**config.mk**
```make
export PLATFORM = sky130hd
export DESIGN_NAME = div_seq_32_bit
export DESIGN_NICKNAME = d
export VERILOG_FILES = /design/src/rtl/div_pkg.sv /design/src/rtl/add_rca_32_bit.sv /design/src/rtl/div_seq_32_bit.sv
export SDC_FILE = /design/constraint.sdc
export NUM_CORES = 1
export LEC_CHECK = 0
export BUFFER_PORTS_ARGS = -buffer_cell sky130_fd_sc_hd__buf_2
export CAP_MARGIN = 15
export CORE_ASPECT_RATIO = 0.6
export CORE_MARGIN = 2
export CORE_UTILIZATION = 57
export CTS_CLUSTER_SIZE = 12
export DETAILED_ROUTE_END_ITERATION = 10
export PLACE_DENSITY = 0.8
export SYNTH_ARGS = -nofsm -noshare
export SYNTH_HDL_FRONTEND = slang
export SYNTH_SLANG_ARGS = --single-unit
```
**constraint.sdc**
```tcl
create_clock -name clk -period 16.73 [get_ports clk]
set_clock_uncertainty 0.1 [all_clocks]
set_input_delay 3.346 -clock clk [delete_from_list [all_inputs] [get_ports clk]]
set_output_delay 3.346 -clock clk [all_outputs]
set_load 0.02 [all_outputs]
```
**src/rtl/div_pkg.sv**
```systemverilog
// Shared constants and state encoding for the sequential restoring divider.
package div_pkg;

  localparam int DIV_WIDTH = 32;

  localparam logic [DIV_WIDTH-1:0] DIV0_QUOTIENT = 32'hFFFF_FFFF;

  typedef enum logic [1:0] {
    IDLE = 2'b00,
    RUN  = 2'b01,
    DONE = 2'b10
  } div_state_t;

endpackage

```
**src/rtl/add_rca_32_bit.sv**
```systemverilog
// 32-bit ripple-carry adder; the divider uses it as a subtractor (y = ~b, ci = 1).
module add_rca_32_bit (
  input  logic [31:0] x,
  input  logic [31:0] y,
  input  logic        ci,
  output logic [31:0] s,
  output logic        co
);

  logic [32:0] carry;

  assign carry[0] = ci;

  generate
    for (genvar gi = 0; gi < 32; gi++) begin : g_bit
      assign s[gi]       = x[gi] ^ y[gi] ^ carry[gi];
      assign carry[gi+1] = (x[gi] & y[gi]) | (carry[gi] & (x[gi] ^ y[gi]));
    end
  endgenerate

  assign co = carry[32];

endmodule

```
**src/rtl/div_seq_32_bit.sv**
```systemverilog
// Unsigned restoring divider: one quotient bit per cycle, MSB first, 32 RUN cycles.
module div_seq_32_bit
  import div_pkg::*;
#(
  parameter int WIDTH = DIV_WIDTH
) (
  input  logic             clk,
  input  logic             rst_n,
  input  logic             start,
  input  logic [WIDTH-1:0] dividend,
  input  logic [WIDTH-1:0] divisor,
  output logic             busy,
  output logic             done,
  output logic [WIDTH-1:0] quotient,
  output logic [WIDTH-1:0] remainder,
  output logic             div_by_zero
);

  // Reset asserts asynchronously but releases only after two clean edges.
  logic [1:0] rst_sync_reg;
  logic       run_en;

  always_ff @(posedge clk or negedge rst_n) begin
    if (!rst_n) rst_sync_reg <= 2'b00;
    else        rst_sync_reg <= {rst_sync_reg[0], 1'b1};
  end

  assign run_en = rst_sync_reg[1];

  div_state_t state_reg, state_next;
  logic       accept;
  logic [4:0] cnt_reg;
  logic       cnt_zero;

  assign cnt_zero = (cnt_reg == 5'd0);

  always_comb begin
    state_next = state_reg;
    accept     = 1'b0;
    case (state_reg)
      IDLE, DONE: begin
        state_next = IDLE;
        if (start && run_en) begin
          accept     = 1'b1;
          state_next = (divisor == '0) ? DONE : RUN;
        end
      end
      RUN: begin
        if (cnt_zero) state_next = DONE;
      end
      default: state_next = IDLE;
    endcase
  end

  always_ff @(posedge clk or negedge rst_n) begin
    if (!rst_n)       state_reg <= IDLE;
    else if (!run_en) state_reg <= IDLE;
    else              state_reg <= state_next;
  end

  assign busy = (state_reg == RUN);
  assign done = (state_reg == DONE);

  // Working registers: partial remainder and the dividend that shifts into the quotient.
  logic [WIDTH-1:0] acc_reg, q_reg, dvs_reg;
  logic [WIDTH-1:0] quotient_reg, remainder_reg;
  logic             dbz_reg;

  logic [WIDTH:0]   trial;
  logic [WIDTH-1:0] diff;
  logic             no_borrow;
  logic             take;
  logic [WIDTH-1:0] acc_next, q_next;

  assign trial = {acc_reg, q_reg[WIDTH-1]};

  add_rca_32_bit u_sub (
    .x  (trial[WIDTH-1:0]),
    .y  (~dvs_reg),
    .ci (1'b1),
    .s  (diff),
    .co (no_borrow)
  );

  // trial[WIDTH] set means the trial exceeds any WIDTH-bit divisor.
  assign take     = trial[WIDTH] | no_borrow;
  assign acc_next = take ? diff : trial[WIDTH-1:0];
  assign q_next   = {q_reg[WIDTH-2:0], take};

  always_ff @(posedge clk or negedge rst_n) begin
    if (!rst_n) begin
      acc_reg       <= '0;
      q_reg         <= '0;
      dvs_reg       <= '0;
      cnt_reg       <= 5'd0;
      quotient_reg  <= '0;
      remainder_reg <= '0;
      dbz_reg       <= 1'b0;
    end else if (accept) begin
      acc_reg <= '0;
      q_reg   <= dividend;
      dvs_reg <= divisor;
      cnt_reg <= 5'd31;
      dbz_reg <= 1'b0;
      if (divisor == '0) begin
        quotient_reg  <= DIV0_QUOTIENT;
        remainder_reg <= dividend;
        dbz_reg       <= 1'b1;
      end
    end else if (state_reg == RUN) begin
      acc_reg <= acc_next;
      q_reg   <= q_next;
      cnt_reg <= cnt_reg - 5'd1;
      if (cnt_zero) begin
        quotient_reg  <= q_next;
        remainder_reg <= acc_next;
      end
    end
  end

  assign quotient    = quotient_reg;
  assign remainder   = remainder_reg;
  assign div_by_zero = dbz_reg;

endmodule

```
==> impl_results.md <==
- Status: finished, final reports clean
- Fin Hold WS: 0.2545 ns
- Pint: 0.9115 mW
- Post-Synthesis Cell Area: 0.008302 mm2
- Crit-path max FO: 41
- EDFF count, synth: 0
- # IOs: 134
- Design Area, Final: 0.009637 mm2
- Max_cap viols: 0
- Post-synth top area share: 51.24%
- Slew margin rel.: 20.19%
- PD cells: 148.9 mW/mm2
- Later-pin clock latency in the skew report: 0.43 ns
- DP Wirelength: 13,880 um
- Period utilization: 85.55%
- Clk buf depth: 2
- Slew Limit Fails: 0
- Core region area: 0.01438 mm2
- Most frequent CP cell: fa_1
- Root buffer cell: clkbuf_16
- Clk network pwr share: 27.9%
- Hold Buf Count CTS: 0
- Worst path bufs/invs: 3
- CTS clk-pin slew, worst paths: 0.07 ns
- Final Hold Vio Count: 0
- Worst EP required: 16.95 ns
- Unique cell type count in the Yosys netlist: 38
- First-pass GRT wire length: 35,470 um
- Most area-consuming cells after synthesis: dfrtp_1 (51%), nand2_1 (10%), fa_1 (7.5%)
- Num CTS Buffers: 17
- Arr. time, crit path: 14.53 ns
- Cell taking the most area after synthesis: dfrtp_1
- Setup TNS: 0 ns
- Drt first pass iters: 6
- H-tree depth: 4
- RSZ-0062 raised after global routing: no
- Crit end category: flop
- Yosys warning count: 0
- Sequential power share: 38.7%
- Layout cells sized above 1: 18.26%
- Initial antenna violation count: 0
- Vias post-DR: 6,901
- Synth Area per Inst: 9.328 um2
- 1st-iter DRT viols: 617
- Drc violations: 0
- Crit path largest cell delay: 0.84 ns
- P&R area growth vs syn: 16.08%
- Syn Inst Count: 890
- Layout Cells excl Fill: 1,201
- Startpoint types: flop
- Setup CP Type: flop to flop
- Die span in x: 159.8 um
- Peak VDD IR: 0.09410 mV
- Filler cells: 1,162
- Async SR Flop Fraction: 100.0%
- GR Util All Layers: 29.13%
- Routed wire length: 21,680 um
- Delay-heaviest family, CP: adder cells
- Commonest cells after routing, fill and taps aside: nand2_1 (222), dfrtp_1 (170), buf_2 (132)
- Port bufs: 133
- Via/cell ratio: 5.746
- Final setup violating endpoints: 0
- GP Congestion: 0.8615
- Clk sinks: 170
- Leakage Power: 4.409 nW
- Placement Cell Area: 0.009032 mm2
- Placed cells: 1,167
- Fmax: 69.87 MHz
- Vias in the first global route: 6,680
- Die Y: 97.48 um
- Worst hold path class: flop to flop
- Switching pwr: 0.5235 mW
- Initial Utilization: 57.74%
- Post-CTS sizing: 0
- Switching Share: 36.48%
- Pin count of the biggest net entering global routing: 91
- Detail Route Antenna Nets: 0
- Commonest non-fill, non-tap cell in the layout: nand2_1
- Register area share after synthesis: 51.24%
- CP max-delay cell: nand2b_2
- Final worst path period need: 14.31 ns
- Wire per inst: 18.05 um
- Row cnt: 34
- Main synth FF type: dfrtp_1
- Syn_nets: 991
- Full die area: 0.01558 mm2
- CTS tree: built
- Post-CTS Setup Inserts: 0
- Worst slew pin tran: 1.197 ns
- Yosys reg bits: 170
- Grt total ovfl: 0
- Logic pwr share: 33.3%
- Final layout net count: 1,090
==> metrics by stage <==
step / total power [mW] / setup slack (ns) / util (%)
5_1_grt: 1.529 / 1.960 / 67.00
2_1_floorplan: 0.8993 / 3.645 / -
4_1_cts: 1.433 / 2.526 / 66.90
6_report: 1.435 / 2.417 / 67.02
3_3_place_gp: 1.010 / 2.791 / 62.82
3_5_place_dp: 1.027 / 2.626 / 62.82
==> logic make-up after synthesis <==
group	after synthesis	share of synthesized area, %
flip-flops	170	51.24
multiplexers	27	3.255
adder cells (fa/ha/maj)	34	7.928
buffers and inverters	106	5.230
AND/OR/NAND/NOR	388	19.49
other	1	0.04517
XOR/XNOR	3	0.3166
AO/OA/AOI/OAI	161	12.49
==> area by class of cell <==
| cell class | instances | area (um2) | area share, % |
|---|---|---|---|
| Antenna cell | 1 | 2.502 | 0.02597 |
| Clock buffer | 18 | 429.2 | 4.453 |
| Clock inverter | 14 | 157.7 | 1.636 |
| Inverter | 42 | 157.7 | 1.636 |
| Multi-Input combinational cell | 614 | 3626 | 37.63 |
| Sequential cell | 170 | 4254 | 44.14 |
| Tap cell | 198 | 247.7 | 2.571 |
| Timing Repair Buffer | 144 | 762.0 | 7.907 |
==> synth_stat cells (2+ instances only) <==
master and n:
a211oi_1 23, a21boi_0 8, a21oi_1 66, a22oi_1 31, and4_1 2, buf_1 3, buf_2 11, buf_4 2
buf_6 2, clkbuf_1 46, dfrtp_1 170, fa_1 31, ha_1 3, inv_1 41, mux2i_1 27, nand2_1 223
nand2b_1 9, nand3_1 3, nand4_1 4, nor2_1 112, nor4_1 27, o211ai_1 5, o21ai_0 8, o221ai_1 5
o31ai_1 7, o32ai_1 7, xnor2_1 3
==> worst paths after layout <==
path,depth (start not counted),to,startpoint,slack (ns)
min reg2reg,0,rst_sync_reg[1],rst_sync_reg[0],0.25
max reg2reg,39,remainder[23],q_reg[31],2.42
min in group asynchronous,1,dvs_reg[21],rst_n,2.87
max,39,remainder[23],q_reg[31],2.42
min,0,rst_sync_reg[1],rst_sync_reg[0],0.25
max in group asynchronous,2,acc_reg[5],rst_n,12.12
==> routing by layer <==
metal	routed length, um	track usage, %	vias up	share of wire (%)
met5	0	0	-	0
met4	377	9.078	0	1.7
met3	1718	6.274	31	7.9
met2	9829	44.22	334	45
met1	9756	42.45	3375	45
li1	-	-	3161	-
==> power by group through the flow <==
stage | logic, mW | registers [mW] | clock network, mW
final | 0.479 | 0.555 | 0.401
after global placement | 0.452 | 0.558 | 0
after global routing | 0.541 | 0.566 | 0.422
after CTS | 0.475 | 0.554 | 0.404
after floorplan | 0.358 | 0.541 | 0
after detailed placement | 0.469 | 0.558 | 0
No activity file was read; power rests on OpenSTA's default activity.
